--- config.mk ---
export PLATFORM = sky130hd
export DESIGN_NAME = uart_tx_fifo_flat
export DESIGN_NICKNAME = d
export VERILOG_FILES = /design/src/rtl/uart_tx_fifo_if.sv /design/src/rtl/uart_tx_fifo.sv /design/src/flat_wrapper.sv
export SDC_FILE = /design/constraint.sdc
export NUM_CORES = 1
export LEC_CHECK = 0
export CORE_MARGIN = 2
export CORE_UTILIZATION = 35
export CTS_CLUSTER_DIAMETER = 120
export DETAILED_ROUTE_END_ITERATION = 10
export GPL_ROUTABILITY_DRIVEN = 1
export HOLD_SLACK_MARGIN = 0.08
export PLACE_DENSITY = 0.53
export SLEW_MARGIN = 15
export SYNTH_ARGS = -nofsm -noshare
export SYNTH_HDL_FRONTEND = slang
export SYNTH_SLANG_ARGS = --single-unit
--- constraint.sdc ---
create_clock -name clk -period 3.02 [get_ports clk]
set_input_delay 0.302 -clock clk [delete_from_list [all_inputs] [get_ports clk]]
set_output_delay 0.302 -clock clk [all_outputs]
set_load 0.05 [all_outputs]
--- src/rtl/uart_tx_fifo_if.sv ---
// Byte write port for uart_tx_fifo: valid/ready handshake, producer on the master side.
interface uart_tx_fifo_if;
    logic [7:0] dataIn;
    logic       dataValid;
    logic       ready;

    modport master (output dataIn, output dataValid, input ready);
    modport slave  (input dataIn, input dataValid, output ready);
endinterface

--- src/rtl/uart_tx_fifo.sv ---
// Buffered UART transmitter: FIFO-queued bytes serialised as 8N1 frames.
// Define UART_TX_PARITY_EN to insert an even-parity bit (8E1).
module uart_tx_fifo #(
    parameter int unsigned DELAY_FRAMES = 234,
    parameter int unsigned FIFO_DEPTH   = 8
) (
    input  logic                          clk,
    input  logic                          rst,
    uart_tx_fifo_if.slave                 wr,
    output logic                          uartTx,
    output logic                          busy,
    output logic [$clog2(FIFO_DEPTH):0]   fifoCount
);

    localparam int unsigned PtrW  = $clog2(FIFO_DEPTH);
    localparam int unsigned CntW  = PtrW + 1;
    localparam int unsigned BaudW = $clog2(DELAY_FRAMES);
    localparam logic [BaudW-1:0] BaudMax = BaudW'(DELAY_FRAMES - 1);
    localparam logic [CntW-1:0]  CntFull = CntW'(FIFO_DEPTH);

    typedef enum logic [2:0] {StIdle, StStart, StData, StParity, StStop} state_e;

    state_e            state_q, state_d;
    logic [7:0]        mem_q [FIFO_DEPTH];
    logic [7:0]        mem_d [FIFO_DEPTH];
    logic [PtrW-1:0]   wr_ptr_q, wr_ptr_d;
    logic [PtrW-1:0]   rd_ptr_q, rd_ptr_d;
    logic [CntW-1:0]   count_q, count_d;
    logic [BaudW-1:0]  baud_q, baud_d;
    logic [2:0]        bit_q, bit_d;
    logic [7:0]        shift_q, shift_d;
    logic              tx_q, tx_d;
    logic              push, pop, baud_end;
`ifdef UART_TX_PARITY_EN
    logic              parity_q, parity_d;
`endif

    assign wr.ready  = (count_q != CntFull);
    assign uartTx    = tx_q;
    assign busy      = (state_q != StIdle);
    assign fifoCount = count_q;

    always_comb begin
        push     = wr.dataValid && wr.ready;
        pop      = (state_q == StIdle) && (count_q != '0);
        baud_end = (baud_q == BaudMax);
        mem_d    = mem_q;
        wr_ptr_d = wr_ptr_q;
        rd_ptr_d = rd_ptr_q;
        count_d  = count_q;
        state_d  = state_q;
        bit_d    = bit_q;
        shift_d  = shift_q;
        tx_d     = tx_q;
`ifdef UART_TX_PARITY_EN
        parity_d = parity_q;
`endif

        if (push) begin
            mem_d[wr_ptr_q] = wr.dataIn;
            wr_ptr_d        = wr_ptr_q + PtrW'(1);
        end
        if (pop) begin
            rd_ptr_d = rd_ptr_q + PtrW'(1);
        end
        if (push && !pop) begin
            count_d = count_q + CntW'(1);
        end else if (pop && !push) begin
            count_d = count_q - CntW'(1);
        end

        // Baud counter only runs while a frame is on the line.
        if (state_q == StIdle || baud_end) begin
            baud_d = '0;
        end else begin
            baud_d = baud_q + BaudW'(1);
        end

        case (state_q)
            StIdle: begin
                tx_d = 1'b1;
                if (pop) begin
                    shift_d = mem_q[rd_ptr_q];
                    bit_d   = '0;
                    tx_d    = 1'b0;
                    state_d = StStart;
`ifdef UART_TX_PARITY_EN
                    parity_d = ^mem_q[rd_ptr_q];
`endif
                end
            end
            StStart: begin
                if (baud_end) begin
                    tx_d    = shift_q[0];
                    state_d = StData;
                end
            end
            StData: begin
                if (baud_end) begin
                    shift_d = {1'b0, shift_q[7:1]};
                    bit_d   = bit_q + 3'd1;
                    if (bit_q == 3'd7) begin
`ifdef UART_TX_PARITY_EN
                        tx_d    = parity_q;
                        state_d = StParity;
`else
                        tx_d    = 1'b1;
                        state_d = StStop;
`endif
                    end else begin
                        tx_d = shift_q[1];
                    end
                end
            end
`ifdef UART_TX_PARITY_EN
            StParity: begin
                if (baud_end) begin
                    tx_d    = 1'b1;
                    state_d = StStop;
                end
            end
`endif
            StStop: begin
                if (baud_end) begin
                    tx_d    = 1'b1;
                    state_d = StIdle;
                end
            end
            default: begin
                tx_d    = 1'b1;
                state_d = StIdle;
            end
        endcase
    end

    // Storage needs no reset; the pointers and count define what is valid.
    always_ff @(posedge clk) begin
        mem_q <= mem_d;
    end

    always_ff @(posedge clk) begin
        if (rst) begin
            state_q  <= StIdle;
            wr_ptr_q <= '0;
            rd_ptr_q <= '0;
            count_q  <= '0;
            baud_q   <= '0;
            bit_q    <= '0;
            shift_q  <= '0;
            tx_q     <= 1'b1;
`ifdef UART_TX_PARITY_EN
            parity_q <= 1'b0;
`endif
        end else begin
            state_q  <= state_d;
            wr_ptr_q <= wr_ptr_d;
            rd_ptr_q <= rd_ptr_d;
            count_q  <= count_d;
            baud_q   <= baud_d;
            bit_q    <= bit_d;
            shift_q  <= shift_d;
            tx_q     <= tx_d;
`ifdef UART_TX_PARITY_EN
            parity_q <= parity_d;
`endif
        end
    end

endmodule

--- src/flat_wrapper.sv ---
// flat-port wrapper written by rule: the top's interface ports become plain ports
module uart_tx_fifo_flat 
#(
    parameter int unsigned DELAY_FRAMES = 234,
    parameter int unsigned FIFO_DEPTH   = 8
)
  (clk, rst, uartTx, busy, fifoCount, wr_dataIn, wr_dataValid, wr_ready);
  uart_tx_fifo_if wr_i ();
  input  logic clk;
  input  logic rst;
  output logic uartTx;
  output logic busy;
  output logic [$clog2(FIFO_DEPTH):0] fifoCount;
  input wire logic [$bits(wr_i.dataIn)-1:0] wr_dataIn;
  input wire logic [$bits(wr_i.dataValid)-1:0] wr_dataValid;
  output wire logic [$bits(wr_i.ready)-1:0] wr_ready;
  assign wr_i.dataIn = wr_dataIn;
  assign wr_i.dataValid = wr_dataValid;
  assign wr_ready = wr_i.ready;
  uart_tx_fifo #(.DELAY_FRAMES(DELAY_FRAMES), .FIFO_DEPTH(FIFO_DEPTH)) u_core (.clk(clk), .rst(rst), .wr(wr_i), .uartTx(uartTx), .busy(busy), .fifoCount(fifoCount));
endmodule
=== After elaboration in Yosys (flattened, before gate mapping) ===
Index checks and enable logic that the tools add are counted.

* Equal/unequal tests: 11
* Multiplexer cells: 26
* Bitwise operators: 2
* $lt $le $gt $ge: 3
* Reduce and logical (&&, ||, !) cells: 17
* Add/sub/neg operators: 6

{| class="wikitable"
|+ Operators with widths
! cell !! number
|-
| 64-bit bitwise mux || 1
|-
| 8-bit 2-to-1 mux || 5
|-
| 8-bit binary-select mux with 3-bit select || 1
|-
| 8-bit demux with 3-bit select || 1
|-
| 3-bit 2-to-1 mux || 7
|-
| 8-bit case mux with 2 select lines || 1
|-
| 3-bit case mux with 4 select lines || 1
|-
| 2-bit by 1-bit inequality test with 1-bit output, second input constant || 5
|-
| 3-bit by 1-bit adder with 3-bit output, second input constant || 3
|-
| 8-bit by 1-bit adder with 8-bit output, second input constant || 1
|-
| 8-bit equality test, second input constant || 1
|-
| 4-bit greater-or-equal comparator, second input constant || 2
|-
| 4-bit 2-to-1 mux || 2
|-
| 3-bit NOT with 4-bit output || 2
|-
| 3-bit equality test, second input constant || 2
|-
| 3-bit case mux with 2 select lines || 1
|-
| 3-bit AND reduction || 2
|-
| 1-bit logical AND || 5
|-
| 1-bit 2-to-1 mux || 5
|-
| 5-bit AND reduction || 1
|-
| 4-bit by 1-bit adder with 4-bit output, second input constant || 1
|-
| 4-bit by 1-bit < comparator with 1-bit output, second input constant || 1
|-
| 4-bit inequality test, second input constant || 1
|-
| 1-bit case mux with 4 select lines || 1
|-
| other kinds (10) || 12
|}

* Logic and storage cells: 81
* Output and inout bits: 7
* Flip-flop bits (word level): 97
* Input bits: 11

=== Longest topological paths before layout ===
Gate-level depths: netlist of run 1.

* Word-level depth: 6
* Depth in mapped cells: 11
* Gate-level depth less buffers: 10

=== Worst setup path before layout of run 1 ===
No wires, ideal clock.

* Kind: register to register
* From: reg u_core.count_q[3], in the netlist u_core.fifoCount[3]
* To: reg u_core.count_q[3], in the netlist u_core.fifoCount[3]
* Cell stages (with the launch flop): 12
* Library setup time: 121 ps
* Slack: -247 ps
* Required time: 2,899 ps
* Arrival: 3,146 ps
* Path buffers: 1
* Cell sequence: dfxtp_1 -> or4b_1 -> clkbuf_1 -> nand2_2 -> inv_1 -> ha_1 -> inv_1 -> ha_1 -> a21o_1 -> a21oi_1 -> mux2i_1 -> mux2_2

* Word-level cells in the longest chain between the ends: 5
* Elaborated cells on any way between the ends: 13
* Those cells by class: add/sub: 2; eq/ne: 1; mux: 2; reduce/logical: 8

{| class="wikitable"
|+ RTL lines
! what !! RTL line !! source
|-
| start, declared || uart_tx_fifo.sv:28 || <nowiki>logic [CntW-1:0] count_q, count_d;</nowiki>
|-
| start signal, assigned || uart_tx_fifo.sv:158 || <nowiki>count_q <= count_d;</nowiki>
|-
| 4-bit inequality test * || uart_tx_fifo.sv:38 || <nowiki>assign wr.ready = (count_q != CntFull);</nowiki>
|-
| named net wr_ready || flat_wrapper.sv:16 || <nowiki>output wire logic [$bits(wr_i.ready)-1:0] wr_ready;</nowiki>
|-
| 1-bit logical AND * || uart_tx_fifo.sv:44 || <nowiki>push = wr.dataValid && wr.ready;</nowiki>
|-
| named net u_core.push || uart_tx_fifo.sv:33 || <nowiki>logic push, pop, baud_end;</nowiki>
|-
| 1-bit logical NOT || uart_tx_fifo.sv:68 || <nowiki>end else if (pop && !push) begin</nowiki>
|-
| 1-bit logical AND || uart_tx_fifo.sv:68 ||
|-
| 2-bit nonzero test (no source line) || - ||
|}

The timed path passes the listed nets; every way through them passes the cells marked *. The select of a mux whose other input is x is not followed.
A chain may end at the register's enable or synchronous reset.

=== Worst setup path after layout of run 1 ===
* From: reg u_core.count_q[0], in the netlist u_core.fifoCount[0]
* To: reg u_core.count_q[3], in the netlist u_core.fifoCount[3]

* Word-level cells in the longest chain between the ends: 5
* Elaborated cells on any way between the ends: 13
* Those cells by class: add/sub: 2; eq/ne: 1; mux: 2; reduce/logical: 8

{| class="wikitable"
|+ RTL lines
! what
|-
| parallel branches: the longest is 5 deep, another holds 4-bit by 1-bit subtractor with 4-bit output
|}

Several ways; the timed one is not identified. The select of a mux whose other input is x is not followed.

==> report_table.html, run 1 <==
<table>
<tr><th>Metric</th><th>Value</th></tr>
<tr><th colspan="2">CTS</th></tr>
<tr><td>Longest Clk Path Bufs</td><td>2</td></tr>
<tr><td>Hold-fix buffers, CTS</td><td>0</td></tr>
<tr><td>Clock Tree Root</td><td>sky130_fd_sc_hd__clkbuf_16</td></tr>
<tr><td>H-tree Lvls</td><td>3</td></tr>
<tr><td>Total clock buffers created by CTS</td><td>9</td></tr>
<tr><td>Clock latency reported for the late side of the worst-skew pair</td><td>0.35 ns</td></tr>
<tr><td>Post-CTS Setup Bufs</td><td>0</td></tr>
<tr><td># resized after CTS</td><td>0</td></tr>
<tr><td>Clock tree from TritonCTS</td><td>done</td></tr>
<tr><td>Total number of clock tree sinks</td><td>97</td></tr>
<tr><td>Clock transition at path regs</td><td>~0.07 ns</td></tr>
<tr><th colspan="2">Finish</th></tr>
<tr><td>Fraction of layout instances using a drive strength above 1</td><td>between 10% and 20%</td></tr>
<tr><td>Post-route design area</td><td>4890 um^2</td></tr>
<tr><td>Area growth from synthesis to layout</td><td>15.1%</td></tr>
<tr><td>Number of nets in the final layout</td><td>~370</td></tr>
<tr><td>Fill cells</td><td>about 1100</td></tr>
<tr><td># diodes</td><td>0</td></tr>
<tr><th colspan="2">Timing</th></tr>
<tr><td>Final period utilization</td><td>between 90% and 100%</td></tr>
<tr><td>Skew final</td><td>just over 0.007 ns</td></tr>
<tr><td>Final hold viol count</td><td>0</td></tr>
<tr><td>Max_slew headroom</td><td>about 46%</td></tr>
<tr><td>Post-route setup TNS</td><td>0 ns</td></tr>
<tr><td>Crit path time final</td><td>between 2 and 3 ns</td></tr>
<tr><td>Final Max Slew Viols</td><td>0</td></tr>
<tr><td>Highest clock rate</td><td>around 350 MHz</td></tr>
<tr><td>Unrepaired setup endpoints after global routing</td><td>no</td></tr>
<tr><td>Actual transition at the worst max-transition pin</td><td>approximately 0.81 ns</td></tr>
<tr><td># setup viols final</td><td>0</td></tr>
<tr><th colspan="2">Floorplanning</th></tr>
<tr><td>Die Span Y</td><td>~110 um</td></tr>
<tr><td>Die width</td><td>about 110 um</td></tr>
<tr><td>Effective utilization at floorplan</td><td>a little over a third</td></tr>
<tr><td>Total I/O pin count</td><td>18</td></tr>
<tr><td>Core ar.</td><td>11900 um^2</td></tr>
<tr><td>Site Rows</td><td>40</td></tr>
<tr><td>Die ar.</td><td>around 13000 um^2</td></tr>
<tr><th colspan="2">Global route</th></tr>
<tr><td>Maximum number of pins on one net before global-route repair</td><td>21</td></tr>
<tr><td>Antenna violations before repair</td><td>0</td></tr>
<tr><td>First-pass GRT wire length</td><td>13.5 mm</td></tr>
<tr><td>Total gr overflow</td><td>0</td></tr>
<tr><td>Via count of the first global-routing pass</td><td>about 2600</td></tr>
<tr><td>Combined global-route utilization of all metal layers</td><td>13.8%</td></tr>
<tr><th colspan="2">Route</th></tr>
<tr><td>Number of detailed-route iterations in the first pass</td><td>4</td></tr>
<tr><td>Routed wire per std cell</td><td>~16 um</td></tr>
<tr><td>Metal3 WL</td><td>about 220 um</td></tr>
<tr><td>Routed length on met2</td><td>around 4.0 mm</td></tr>
<tr><td>Routed via count</td><td>about 2500</td></tr>
<tr><td>Highest signal layer in the routed design</td><td>met4</td></tr>
<tr><td>M1 WL</td><td>roughly 3.8 mm</td></tr>
<tr><td>Post-route antenna net violation count</td><td>0</td></tr>
<tr><td>Via count normalized by instance count</td><td>slightly above 5</td></tr>
<tr><td>Total routed wirelength</td><td>~8.1 mm</td></tr>
<tr><td>DRC violation count after routing</td><td>0</td></tr>
<tr><td>Detailed Route Iter0 Violations</td><td>about 130</td></tr>
<tr><th colspan="2">Setup path</th></tr>
<tr><td>Endpoint of the lowest-slack register-to-register path</td><td>u_core.fifoCount[3]</td></tr>
<tr><td>Chain of cells forming the critical path</td><td>or4_4, and2_4, clkinv_4, ha_1, inv_1, ha_1, a21o_1, a21oi_1, mux2i_1, mux2_2</td></tr>
<tr><td>Startpoint class of the critical path</td><td>flip-flop</td></tr>
<tr><td>Critical path's slowest cell</td><td>sky130_fd_sc_hd__or4_4</td></tr>
<tr><td>Crit. Startpoint</td><td>u_core.fifoCount[0]</td></tr>
<tr><td>Worst flop-to-flop path startpoint</td><td>u_core.fifoCount[0]</td></tr>
<tr><td>Flop-to-flop setup slack</td><td>around 0.18 ns</td></tr>
<tr><td>Length in cells of the worst reg-to-reg path</td><td>10</td></tr>
<tr><td>Start-to-end type of the worst setup path</td><td>reg -&gt; reg</td></tr>
<tr><td>Required @ worst endpoint</td><td>roughly 3.3 ns</td></tr>
<tr><td>Largest fanout on the critical path</td><td>13</td></tr>
<tr><td>Longest individual stage delay on the worst path</td><td>between 0.5 and 0.6 ns</td></tr>
<tr><td>Cell with the most instances on the worst path</td><td>sky130_fd_sc_hd__ha_1</td></tr>
<tr><td>Setup crit end kind</td><td>flip-flop</td></tr>
<tr><td>Arrival time at the worst endpoint</td><td>around 3.1 ns</td></tr>
<tr><th colspan="2">Synthesis</th></tr>
<tr><td>Post-synth ARST share</td><td>0%</td></tr>
<tr><td>Number of synthesized flops with an enable pin</td><td>64</td></tr>
<tr><td>Number of synthesized register bits</td><td>97</td></tr>
<tr><td>Post-synth cell types</td><td>48</td></tr>
<tr><td>Net Count, Synth</td><td>roughly 350</td></tr>
<tr><td>Warnings from Yosys</td><td>0</td></tr>
<tr><td>Count of mapped cells out of synthesis</td><td>roughly 320</td></tr>
<tr><td>Most instantiated flip-flop cell in the synthesis netlist</td><td>sky130_fd_sc_hd__edfxtp_1</td></tr>
<tr><td>Synthesized area</td><td>approximately 4200 um^2</td></tr>
<tr><td>Share of the yosys chip area belonging to registers</td><td>between 60% and 70%</td></tr>
<tr><td>Synthesized area per cell</td><td>between 10 and 15 um^2</td></tr>
<tr><th colspan="2">Place</th></tr>
<tr><td>Final RePlAce weighted congestion</td><td>around 0.76</td></tr>
<tr><td>Count of input and output buffers</td><td>17</td></tr>
<tr><td>Half-perimeter wire length after detailed placement</td><td>roughly 5.3 mm</td></tr>
<tr><td>Cell area reported after detailed placement</td><td>around 4600 um^2</td></tr>
<tr><th colspan="2">Min path</th></tr>
<tr><td>Worst hold path cell count</td><td>2</td></tr>
<tr><td>Endpoint of the worst hold-timing path</td><td>u_core.bit_q[1]</td></tr>
<tr><td>Worst min-delay path startpoint</td><td>u_core.bit_q[1]</td></tr>
<tr><td>Min-delay worst type</td><td>reg -&gt; reg</td></tr>
<tr><th colspan="2">Power and ir drop</th></tr>
<tr><td>Max VDD drop</td><td>0.337 mV</td></tr>
<tr><td>P_leak</td><td>about 1.7 nW</td></tr>
<tr><td>Power density over cell area</td><td>884 nW/um^2</td></tr>
<tr><th colspan="2">Outcome</th></tr>
<tr><td>Run status</td><td>complete, no violations</td></tr>
<tr><th colspan="2">Run</th></tr>
<tr><td>Number of violations of the max-capacitance limit</td><td>0</td></tr>
</table>
## critical path, delay by kind of cell (launching register included)
family          cells  cell delay [ns]
mux                 2             0.56
simple gates        2             0.82
buf+inv             2             0.21
compound gates      2             0.34
flops               1             0.36
fa+ha+maj           2             0.45
## synth_stat cells, types with 2 or more instances
| master | number | area share (%) |
|---|---|---|
| sky130_fd_sc_hd__dfxtp_1 | 33 | 16 |
| sky130_fd_sc_hd__buf_2 | 5 | 0.59 |
| sky130_fd_sc_hd__inv_1 | 4 | 0.35 |
| sky130_fd_sc_hd__nor3_1 | 6 | 0.71 |
| sky130_fd_sc_hd__nand2_1 | 12 | 1.1 |
| sky130_fd_sc_hd__and2_1 | 2 | 0.29 |
| sky130_fd_sc_hd__xor2_1 | 10 | 2.1 |
| sky130_fd_sc_hd__buf_4 | 3 | 0.53 |
| sky130_fd_sc_hd__nand3_1 | 22 | 2.6 |
| sky130_fd_sc_hd__nor3b_1 | 2 | 0.35 |
| sky130_fd_sc_hd__nor3_2 | 6 | 1.4 |
| sky130_fd_sc_hd__nor2_1 | 25 | 2.2 |
| sky130_fd_sc_hd__or4b_1 | 2 | 0.47 |
| sky130_fd_sc_hd__a22oi_1 | 16 | 2.8 |
| sky130_fd_sc_hd__nor4b_1 | 3 | 0.62 |
| sky130_fd_sc_hd__ha_1 | 9 | 2.7 |
| sky130_fd_sc_hd__nor2b_1 | 3 | 0.44 |
| sky130_fd_sc_hd__o211ai_2 | 2 | 0.59 |
| sky130_fd_sc_hd__xnor2_1 | 3 | 0.62 |
| sky130_fd_sc_hd__and3_1 | 3 | 0.44 |
| sky130_fd_sc_hd__nand2b_1 | 5 | 0.74 |
| sky130_fd_sc_hd__mux2_2 | 2 | 0.53 |
| sky130_fd_sc_hd__clkbuf_1 | 7 | 0.62 |
| sky130_fd_sc_hd__or3_1 | 2 | 0.29 |
| sky130_fd_sc_hd__a311oi_2 | 7 | 2.5 |
| sky130_fd_sc_hd__mux2i_1 | 35 | 8.2 |
| sky130_fd_sc_hd__buf_1 | 3 | 0.27 |
| sky130_fd_sc_hd__edfxtp_1 | 64 | 45 |
| sky130_fd_sc_hd__a21oi_1 | 9 | 1.1 |
## power by group
part / internal [mW] / switching [mW]
Clock: 0.555 / 0.488
Sequential: 1.58 / 0.150
Combinational: 0.655 / 0.899
## layer usage
layer / vias up / track usage, %
li1: 1259 / -
met1: 1213 / 17.8
met2: 39 / 22.5
met3: 9 / 2.70
met4: 0 / 6.59
met5: - / 0
## area by class of cell
class / count / area (um^2) / share of cell area [%]
Clock buffer: 9 / 225 / 4.61
Multi-Input combinational cell: 202 / 1550 / 31.6
Inverter: 5 / 23.8 / 0.486
Timing Repair Buffer: 31 / 275 / 5.63
Clock inverter: 7 / 45.0 / 0.922
Sequential cell: 97 / 2590 / 53.0
Tap cell: 147 / 184 / 3.76
## how the worst max path moves through the flow
stage	slack, ns	depth (start not counted)	end
after floorplan	0.04	11	u_core.fifoCount[3]
after global placement	0.21	10	u_core.fifoCount[3]
after detailed placement	0.18	10	u_core.fifoCount[3]
after CTS	0.17	10	u_core.fifoCount[3]
after global routing	0.02	10	u_core.fifoCount[3]
final	0.18	10	u_core.fifoCount[3]
## state kept, by name (all words and copies together) (netlist names)
| name | cells |
|---|---|
| u_core.bit_q | 3 |
| u_core.rd_ptr_q | 3 |
| u_core.mem_q | 64 |
| u_core.shift_q | 8 |
| u_core.state_q | 3 |
| u_core.fifoCount | 4 |
| u_core.wr_ptr_q | 3 |
| u_core.baud_q | 8 |
| u_core.uartTx | 1 |
## logic make-up (layout without fill, tap and decap cells)
group,after synthesis,in the layout,synth area share (%)
compound gates,41,41,8.13
xor+xnor,13,13,2.68
fa+ha+maj,10,10,3.12
buf+inv,25,52,2.95
flops,97,97,60.8
mux,37,37,8.78
simple gates,101,101,13.5
## cell usage in the layout, fill, tap and decap left out, drive strengths merged, types with 2 or more instances in the layout
cell,synthesis,final
clkinvlp,0,3
edfxtp,64,64
nand2,14,14
nor2,25,25
mux2i,35,35
and2,3,3
a311oi,7,7
clkdlybuf4s50,0,17
nor2b,3,3
dfxtp,33,33
or4b,2,2
buf,12,14
inv,4,5
nor3,12,12
nor4b,3,3
a21oi,9,9
a22oi,16,16
o211ai,2,2
xnor2,3,3
nor3b,2,2
xor2,10,10
mux2,2,2
nand3,22,22
or3,2,2
nand2b,5,5
clkinv,1,4
clkbuf,8,9
and3,3,3
ha,9,9
## per-stage QoR
stage | power [mW] | instances | utilization [%] | worst slack, ns | hold WS, ns
2_1_floorplan | 2.97 | 324 | - | 0.0399 | 0.401
3_3_place_gp | 3.32 | 482 | 38.8 | 0.211 | 0.455
6_report | 4.32 | 498 | 41.0 | 0.180 | 0.474
5_1_grt | 4.59 | 498 | 41.0 | 0.0173 | 0.505
4_1_cts | 4.38 | 498 | 41.0 | 0.173 | 0.477
3_5_place_dp | 3.33 | 482 | 38.8 | 0.180 | 0.467
(Power assumes the default switching activity.)
==> run 2, diff against run 1 <==
--- a/config.mk
+++ b/config.mk
@@ -5,8 +5,10 @@
 export SDC_FILE = /design/constraint.sdc
 export NUM_CORES = 1
 export LEC_CHECK = 0
+export CAP_MARGIN = 0
 export CORE_MARGIN = 2
 export CORE_UTILIZATION = 35
+export CTS_BUF_LIST = sky130_fd_sc_hd__clkbuf_4 sky130_fd_sc_hd__clkbuf_8 sky130_fd_sc_hd__clkbuf_16
 export CTS_CLUSTER_DIAMETER = 120
 export DETAILED_ROUTE_END_ITERATION = 10
 export GPL_ROUTABILITY_DRIVEN = 1
==> results of run 2 <==
The final DEF is identical to that of run 1; final timing and power are the same.
